### src/rtl/ps2_pkg.sv
// Shared types for the PS/2 scancode receiver.
//   ps2_state_t : frame receiver FSM states
//   PS2_EXT/BRK : prefix bytes folded into entry flags
//   ps2_code_t  : FIFO entry {ext, brk, code}
package ps2_pkg;

  typedef enum logic [1:0] {
    IDLE   = 2'd0,
    DATA   = 2'd1,
    PARITY = 2'd2,
    STOP   = 2'd3
  } ps2_state_t;

  localparam logic [7:0] PS2_EXT = 8'hE0;
  localparam logic [7:0] PS2_BRK = 8'hF0;

  typedef struct packed {
    logic       ext;
    logic       brk;
    logic [7:0] code;
  } ps2_code_t;

endpackage

### src/rtl/sync_fifo.sv
// Single-clock FIFO, first-word-fall-through head.
//   clk, reset     : clock, synchronous active-high reset
//   push/push_data : write request and data (ignored when full unless popping)
//   pop            : read request (ignored when empty)
//   full/empty     : occupancy flags
//   head           : entry at the read pointer
module sync_fifo #(
  parameter int unsigned WIDTH = 10,
  parameter int unsigned DEPTH = 8
) (
  input  logic             clk,
  input  logic             reset,
  input  logic             push,
  input  logic [WIDTH-1:0] push_data,
  input  logic             pop,
  output logic             full,
  output logic             empty,
  output logic [WIDTH-1:0] head
);

  localparam int unsigned AW = (DEPTH > 1) ? $clog2(DEPTH) : 1;
  localparam int unsigned CW = AW + 1;

  logic [WIDTH-1:0] mem [DEPTH];
  logic [AW-1:0]    rd_ptr;
  logic [AW-1:0]    wr_ptr;
  logic [CW-1:0]    count;
  logic             do_pop;
  logic             do_push;

  assign empty   = (count == '0);
  assign full    = (count == CW'(DEPTH));
  assign do_pop  = pop & ~empty;
  // A pop in the same cycle frees the slot being written when full.
  assign do_push = push & (~full | do_pop);
  assign head    = mem[rd_ptr];

  // Storage, pointers and occupancy count.
  always_ff @(posedge clk) begin
    if (reset) begin
      rd_ptr <= '0;
      wr_ptr <= '0;
      count  <= '0;
      for (int unsigned i = 0; i < DEPTH; i++) mem[AW'(i)] <= '0;
    end else begin
      if (do_push) begin
        mem[wr_ptr] <= push_data;
        wr_ptr      <= wr_ptr + AW'(1);
      end
      if (do_pop) rd_ptr <= rd_ptr + AW'(1);
      case ({do_push, do_pop})
        2'b10:   count <= count + CW'(1);
        2'b01:   count <= count - CW'(1);
        default: count <= count;
      endcase
    end
  end

endmodule

### src/rtl/ps2_scancode_rx.sv
// PS/2 keyboard receiver in the system clock domain: synchronise and filter
// the pins, decode 11-bit frames, fold E0/F0 prefixes into flags and queue
// scancodes behind a valid/ready interface.
//   clk, reset          : system clock, synchronous active-high reset
//   ps2_clk, ps2_data   : raw asynchronous PS/2 pins
//   out_code/ext/brk    : FIFO head entry
//   out_valid/out_ready : consumer handshake
//   err_frame           : pulse on parity/stop error
//   err_timeout         : pulse on abandoned partial frame
//   overflow            : pulse when a code is dropped on a full FIFO
module ps2_scancode_rx
  import ps2_pkg::*;
#(
  parameter int unsigned FILTER_LEN     = 8,
  parameter int unsigned TIMEOUT_CYCLES = 100000,
  parameter int unsigned FIFO_DEPTH     = 8
) (
  input  logic       clk,
  input  logic       reset,
  input  logic       ps2_clk,
  input  logic       ps2_data,
  output logic [7:0] out_code,
  output logic       out_ext,
  output logic       out_brk,
  output logic       out_valid,
  input  logic       out_ready,
  output logic       err_frame,
  output logic       err_timeout,
  output logic       overflow
);

  localparam int unsigned FC_W = $clog2(FILTER_LEN);
  localparam int unsigned TO_W = $clog2(TIMEOUT_CYCLES + 1);

  logic [1:0]      clk_sync;
  logic [1:0]      data_sync;
  logic [FC_W-1:0] clk_fcnt;
  logic [FC_W-1:0] data_fcnt;
  logic            clk_filt;
  logic            clk_filt_q;
  logic            data_filt;
  logic            strobe_c;

  ps2_state_t      state;
  ps2_state_t      state_d;
  logic [2:0]      bit_cnt;
  logic [7:0]      shift_q;
  logic            parity_q;
  logic [TO_W-1:0] to_cnt;
  logic            ext_pend;
  logic            brk_pend;
  logic            frame_end_c;
  logic            frame_good_c;
  logic            timeout_c;

  logic            push_c;
  logic            pop_c;
  logic            fifo_full;
  logic            fifo_empty;
  ps2_code_t       push_entry;
  ps2_code_t       head_entry;

  // Two-flop synchronisers, idle-high.
  always_ff @(posedge clk) begin
    if (reset) begin
      clk_sync  <= 2'b11;
      data_sync <= 2'b11;
    end else begin
      clk_sync  <= {clk_sync[0], ps2_clk};
      data_sync <= {data_sync[0], ps2_data};
    end
  end

  // Deglitch: a level is accepted after FILTER_LEN consecutive differing samples.
  always_ff @(posedge clk) begin
    if (reset) begin
      clk_filt   <= 1'b1;
      clk_filt_q <= 1'b1;
      clk_fcnt   <= '0;
      data_filt  <= 1'b1;
      data_fcnt  <= '0;
    end else begin
      clk_filt_q <= clk_filt;
      if (clk_sync[1] == clk_filt) begin
        clk_fcnt <= '0;
      end else if (clk_fcnt == FC_W'(FILTER_LEN - 1)) begin
        clk_filt <= clk_sync[1];
        clk_fcnt <= '0;
      end else begin
        clk_fcnt <= clk_fcnt + FC_W'(1);
      end
      if (data_sync[1] == data_filt) begin
        data_fcnt <= '0;
      end else if (data_fcnt == FC_W'(FILTER_LEN - 1)) begin
        data_filt <= data_sync[1];
        data_fcnt <= '0;
      end else begin
        data_fcnt <= data_fcnt + FC_W'(1);
      end
    end
  end

  assign strobe_c = clk_filt_q & ~clk_filt;

  // FSM state register.
  always_ff @(posedge clk) begin
    if (reset) state <= IDLE;
    else       state <= state_d;
  end

  // FSM next state and frame verdict; a strobe takes precedence over timeout.
  always_comb begin
    state_d      = state;
    frame_end_c  = 1'b0;
    frame_good_c = 1'b0;
    timeout_c    = 1'b0;
    if (strobe_c) begin
      case (state)
        IDLE:    if (!data_filt) state_d = DATA;
        DATA:    if (bit_cnt == 3'd7) state_d = PARITY;
        PARITY:  state_d = STOP;
        STOP: begin
          state_d      = IDLE;
          frame_end_c  = 1'b1;
          frame_good_c = data_filt & ((^shift_q) ^ parity_q);
        end
        default: state_d = IDLE;
      endcase
    end else if ((state != IDLE) && (to_cnt == TO_W'(TIMEOUT_CYCLES))) begin
      state_d   = IDLE;
      timeout_c = 1'b1;
    end
  end

  assign push_c = frame_end_c & frame_good_c &
                  (shift_q != PS2_EXT) & (shift_q != PS2_BRK);
  assign pop_c  = ~fifo_empty & out_ready;
  assign push_entry = {ext_pend, brk_pend, shift_q};

  // Frame datapath, timeout counter, prefix flags and status pulses.
  always_ff @(posedge clk) begin
    if (reset) begin
      bit_cnt     <= '0;
      shift_q     <= '0;
      parity_q    <= 1'b0;
      to_cnt      <= '0;
      ext_pend    <= 1'b0;
      brk_pend    <= 1'b0;
      err_frame   <= 1'b0;
      err_timeout <= 1'b0;
      overflow    <= 1'b0;
    end else begin
      err_frame   <= frame_end_c & ~frame_good_c;
      err_timeout <= timeout_c;
      overflow    <= push_c & fifo_full & ~pop_c;

      if ((state == IDLE) || strobe_c || timeout_c) to_cnt <= '0;
      else                                          to_cnt <= to_cnt + TO_W'(1);

      if (strobe_c) begin
        case (state)
          IDLE: bit_cnt <= '0;
          DATA: begin
            shift_q <= {data_filt, shift_q[7:1]};
            bit_cnt <= bit_cnt + 3'd1;
          end
          PARITY:  parity_q <= data_filt;
          default: ;
        endcase
      end

      if (frame_end_c && frame_good_c) begin
        if (shift_q == PS2_EXT) begin
          ext_pend <= 1'b1;
        end else if (shift_q == PS2_BRK) begin
          brk_pend <= 1'b1;
        end else begin
          ext_pend <= 1'b0;
          brk_pend <= 1'b0;
        end
      end else if (frame_end_c || timeout_c) begin
        ext_pend <= 1'b0;
        brk_pend <= 1'b0;
      end
    end
  end

  sync_fifo #(
    .WIDTH ($bits(ps2_code_t)),
    .DEPTH (FIFO_DEPTH)
  ) u_fifo (
    .clk       (clk),
    .reset     (reset),
    .push      (push_c),
    .push_data (push_entry),
    .pop       (pop_c),
    .full      (fifo_full),
    .empty     (fifo_empty),
    .head      (head_entry)
  );

  assign out_valid = ~fifo_empty;
  assign out_code  = head_entry.code;
  assign out_ext   = head_entry.ext;
  assign out_brk   = head_entry.brk;

endmodule

### config.mk
export PLATFORM = sky130hd
export DESIGN_NAME = ps2_scancode_rx
export DESIGN_NICKNAME = d
export VERILOG_FILES = /design/src/rtl/ps2_pkg.sv /design/src/rtl/sync_fifo.sv /design/src/rtl/ps2_scancode_rx.sv
export SDC_FILE = /design/constraint.sdc
export NUM_CORES = 1
export LEC_CHECK = 0
export ABC_CLOCK_PERIOD_IN_PS = 3900
export CORE_MARGIN = 10
export CORE_UTILIZATION = 50
export DETAILED_ROUTE_END_ITERATION = 12
export PLACE_DENSITY = 0.72
export SYNTH_ARGS = -nofsm -noshare
export SYNTH_HDL_FRONTEND = slang
export SYNTH_SLANG_ARGS = --single-unit
export TNS_END_PERCENT = 1
### constraint.sdc
create_clock -name clk -period 3.9 [get_ports clk]
set_clock_uncertainty 0.15 [all_clocks]
set_input_delay 0.78 -clock clk [delete_from_list [all_inputs] [get_ports clk]]
set_output_delay 0.78 -clock clk [all_outputs]
set_load 0.005 [all_outputs]
==> results.json <==
{
  "yosysSeqAreaShare_pct": 56.2,
  "syn2layout_area_growth_pct": 13.6,
  "p_comb_share_pct": 2.2,
  "timing.hold.ws_ns": 0.256,
  "drt-initial-drc-count": 338,
  "grt_setup_unrepaired": "false",
  "synthArstFlopShare_pct": 0,
  "yosys.area.top_type": "edfxtp_1",
  "cts_root_buf": "clkbuf_16",
  "syn_inst": 526,
  "cts_sinks": 142,
  "required_ns": 4.10,
  "pwr_density_cell_nw_per_um2": 435,
  "antenna_cells": 0,
  "cap_violations": 0,
  "hold_viol": 0,
  "swShare_pct": 19.7,
  "rows": 41,
  "core-area_um2": 12700,
  "path_buf_inv": 1,
  "fmax_mhz": 288,
  "num-nets-final": 572,
  "ys_types": 46,
  "status": "finished clean",
  "setup_viol": 0,
  "internal_power_uw": 2580,
  "path_cells": "ha_1 > xnor3_1 > xnor2_2 > and4_1 > inv_1 > ha_1 > xor2_1 > ha_1 > a21oi_1 > xor2_1 > or3_1 > a21oi_1",
  "worstSkewPairLatency_ns": 0.42,
  "cp_slowest_cell": "dfxtp_1",
  "start_util_pct": 51.2,
  "die_w_um": 134,
  "synth_edf_count": 80,
  "synth_area_leaders": "edfxtp_1 37%, dfxtp_1 19%, mux4_2 6.9%",
  "grt_max_degree": 50,
  "hold_buffers": 0,
  "fin_setup_tns_ns": 0,
  "grt_pass1_vias": 4247,
  "min_period_over_period_pct": 89.0,
  "worst_ir_drop_vdd_uv": 265,
  "post_drt_wl_per_cell_um": 18.0,
  "rrSetupSlack_ns": 0.43,
  "synth_area_per_cell_um2": 12.3,
  "finalCriticalPeriod_ns": 3.47,
  "hold_class": "flop to flop",
  "multi_input_area_um2": 2670,
  "synth_commonest_cells": "80 x edfxtp_1, 62 x and2_1, 62 x dfxtp_1, 35 x nor2_1, 32 x nand2_1",
  "p_seq_share_pct": 50.6,
  "overflow": 0,
  "fillers": 1052,
  "layout-drive-gt1-share_pct": 15.9,
  "avgViaCountPerCell": 5.52,
  "slew_violations": 0,
  "critPathMaxFanout": 11,
  "port_buffers": 18,
  "vias": 4032,
  "dp_hpwl_mm": 8.85,
  "clockBufferDepth": 2,
  "finalWeightedCongestion": 0.808,
  "critPathTopFamily": "XOR/XNOR gates",
  "firstDrtPassIters": 4,
  "p_switching_uw": 630,
  "grt.total_usage_pct": 15.6,
  "synth_flop_cell": "edfxtp_1",
  "path_depth": 12,
  "end_kind": "flop",
  "synth_seq_cells": 142,
  "r2r_cells": 12,
  "synth.most_common_cell": "edfxtp_1",
  "yosysWarnings": 0,
  "cp_slowest_stage_delay_ns": 0.53,
  "grt_pass1_wl_mm": 22.1,
  "syn_area_um2": 6480,
  "die_h_um": 134,
  "post-cts-setup-buffer-count": 0,
  "synth_top_cell_area_share_pct": 37.1,
  "p_clk_share_pct": 47.2,
  "ff_latch_area_um2": 3640,
  "route.detailed.drc": 0,
  "synth_nets": 553,
  "wl_mm": 13.2,
  "cts_tree": "done",
  "cp.arrival_ns": 3.67,
  "relSlewSlack_pct": 37.1,
  "numCtsBuffers": 17,
  "clkTransAtPathRegs_ns": 0.06,
  "startpoint_type": "flop",
  "p_leak_uw": 0.00260,
  "htreeDepth": 4,
  "final_antenna_net_count": 0,
  "antenna_found_initial": 0,
  "worst_slew_pin_slew_ns": 0.943,
  "cts-resized-gates": 0,
  "worstSetupPathType": "flop to flop",
  "cpMostUsedCell": "ha_1",
  "ioPinCount": 19,
  "die-area_um2": 17900,
  "hold_depth": 1
}
[area by class of cell]
type                       instances  share of cell area, %
sequential                       142                   49.5
multi-input combinational        347                   36.2
clock buffer                      24                   6.67
timing repair buffer              27                   3.36
tap                              172                   2.92
clock inverter                     8                  0.883
inverter                          10                  0.510
[routing by layer]
metal  up-vias  share of wire [%]  GRT usage [%]
met3        21                4.7           4.59
met1      1971                 42           18.5
met2        92                 51           26.3
met5         -                  0              0
li1       1948                  -              -
met4         0                1.8           5.80
[layout by cell type, fill, tap and decap left out, types with 4 or more instances in the layout]
cell type        netlist  layout
nand4_1                4       4
and2_1                62      62
nor4_1                28      28
nand2_1               32      32
xnor2_1               13      13
mux2i_1                5       5
xor2_1                12      12
o21ai_0                5       5
buf_4                  1       9
or3_1                  4       4
clkbuf_16              0      17
edfxtp_1              80      80
clkbuf_8               0       4
and3_1                 7       7
a21oi_1               15      15
nand3_1               11      11
mux4_2                20      20
nor2_1                35      35
nor3_1                 9       9
clkinv_2               0       7
clkdlybuf4s50_1        0      18
ha_1                  22      22
dfxtp_1               62      62
mux2_2                10      10
or2_2                 12      12
inv_1                 10      10
nand2b_1               4       4
nand3b_1               4       4
[cells by family (layout without fill, tap and decap cells)]
kind of cell | after synthesis | count (layout) | share of synthesized area, %
AOI/OAI and AO/OA | 30 | 30 | 2.74
xor gates and xnor gates | 27 | 27 | 3.98
adders and majority gates | 22 | 22 | 4.25
buffers and inverters | 37 | 69 | 2.66
DFF | 142 | 142 | 56.2
muxes | 35 | 35 | 9.46
and+or+nand+nor | 233 | 233 | 20.7
[state kept, by name (all words and copies together), names as in the netlist, 2 cells and up, named ones only]
register       count
data_sync          2
u_fifo.count       4
u_fifo.rd_ptr      3
clk_fcnt           3
u_fifo.mem        80
state              2
u_fifo.wr_ptr      3
clk_sync           2
to_cnt            17
bit_cnt            3
shift_q            8
data_fcnt          3
[stage by stage]
stage,cells,cell area [µm²],utilization (%),worst slack [ns],total power [µW]
floorplan,526,6480,-,0.845,1690
global placement,698,6810,53.7,0.485,1720
detailed placement,698,6810,53.7,0.425,1730
CTS,730,7370,58.1,0.456,3230
global route,730,7370,58.1,0.250,3320
finish,730,7370,58.1,0.429,3210
[worst paths after layout]
path | end | from
hold / removal | data_sync[1] | data_sync[0]
setup reg to reg | u_fifo.count[2] | shift_q[6]
setup / recovery | u_fifo.count[2] | shift_q[6]
hold reg to reg | data_sync[1] | data_sync[0]
[power groups by stage]
| stage | registers, µW | logic [µW] | clock network (µW) |
|---|---|---|---|
| 2_1_floorplan | 1650 | 44.1 | 0 |
| 3_3_place_gp | 1650 | 70.2 | 0 |
| 3_5_place_dp | 1650 | 71.8 | 0 |
| 4_1_cts | 1620 | 72.0 | 1540 |
| 5_1_grt | 1630 | 76.5 | 1610 |
| 6_report | 1620 | 70.7 | 1510 |
(Power assumes the default switching activity.)
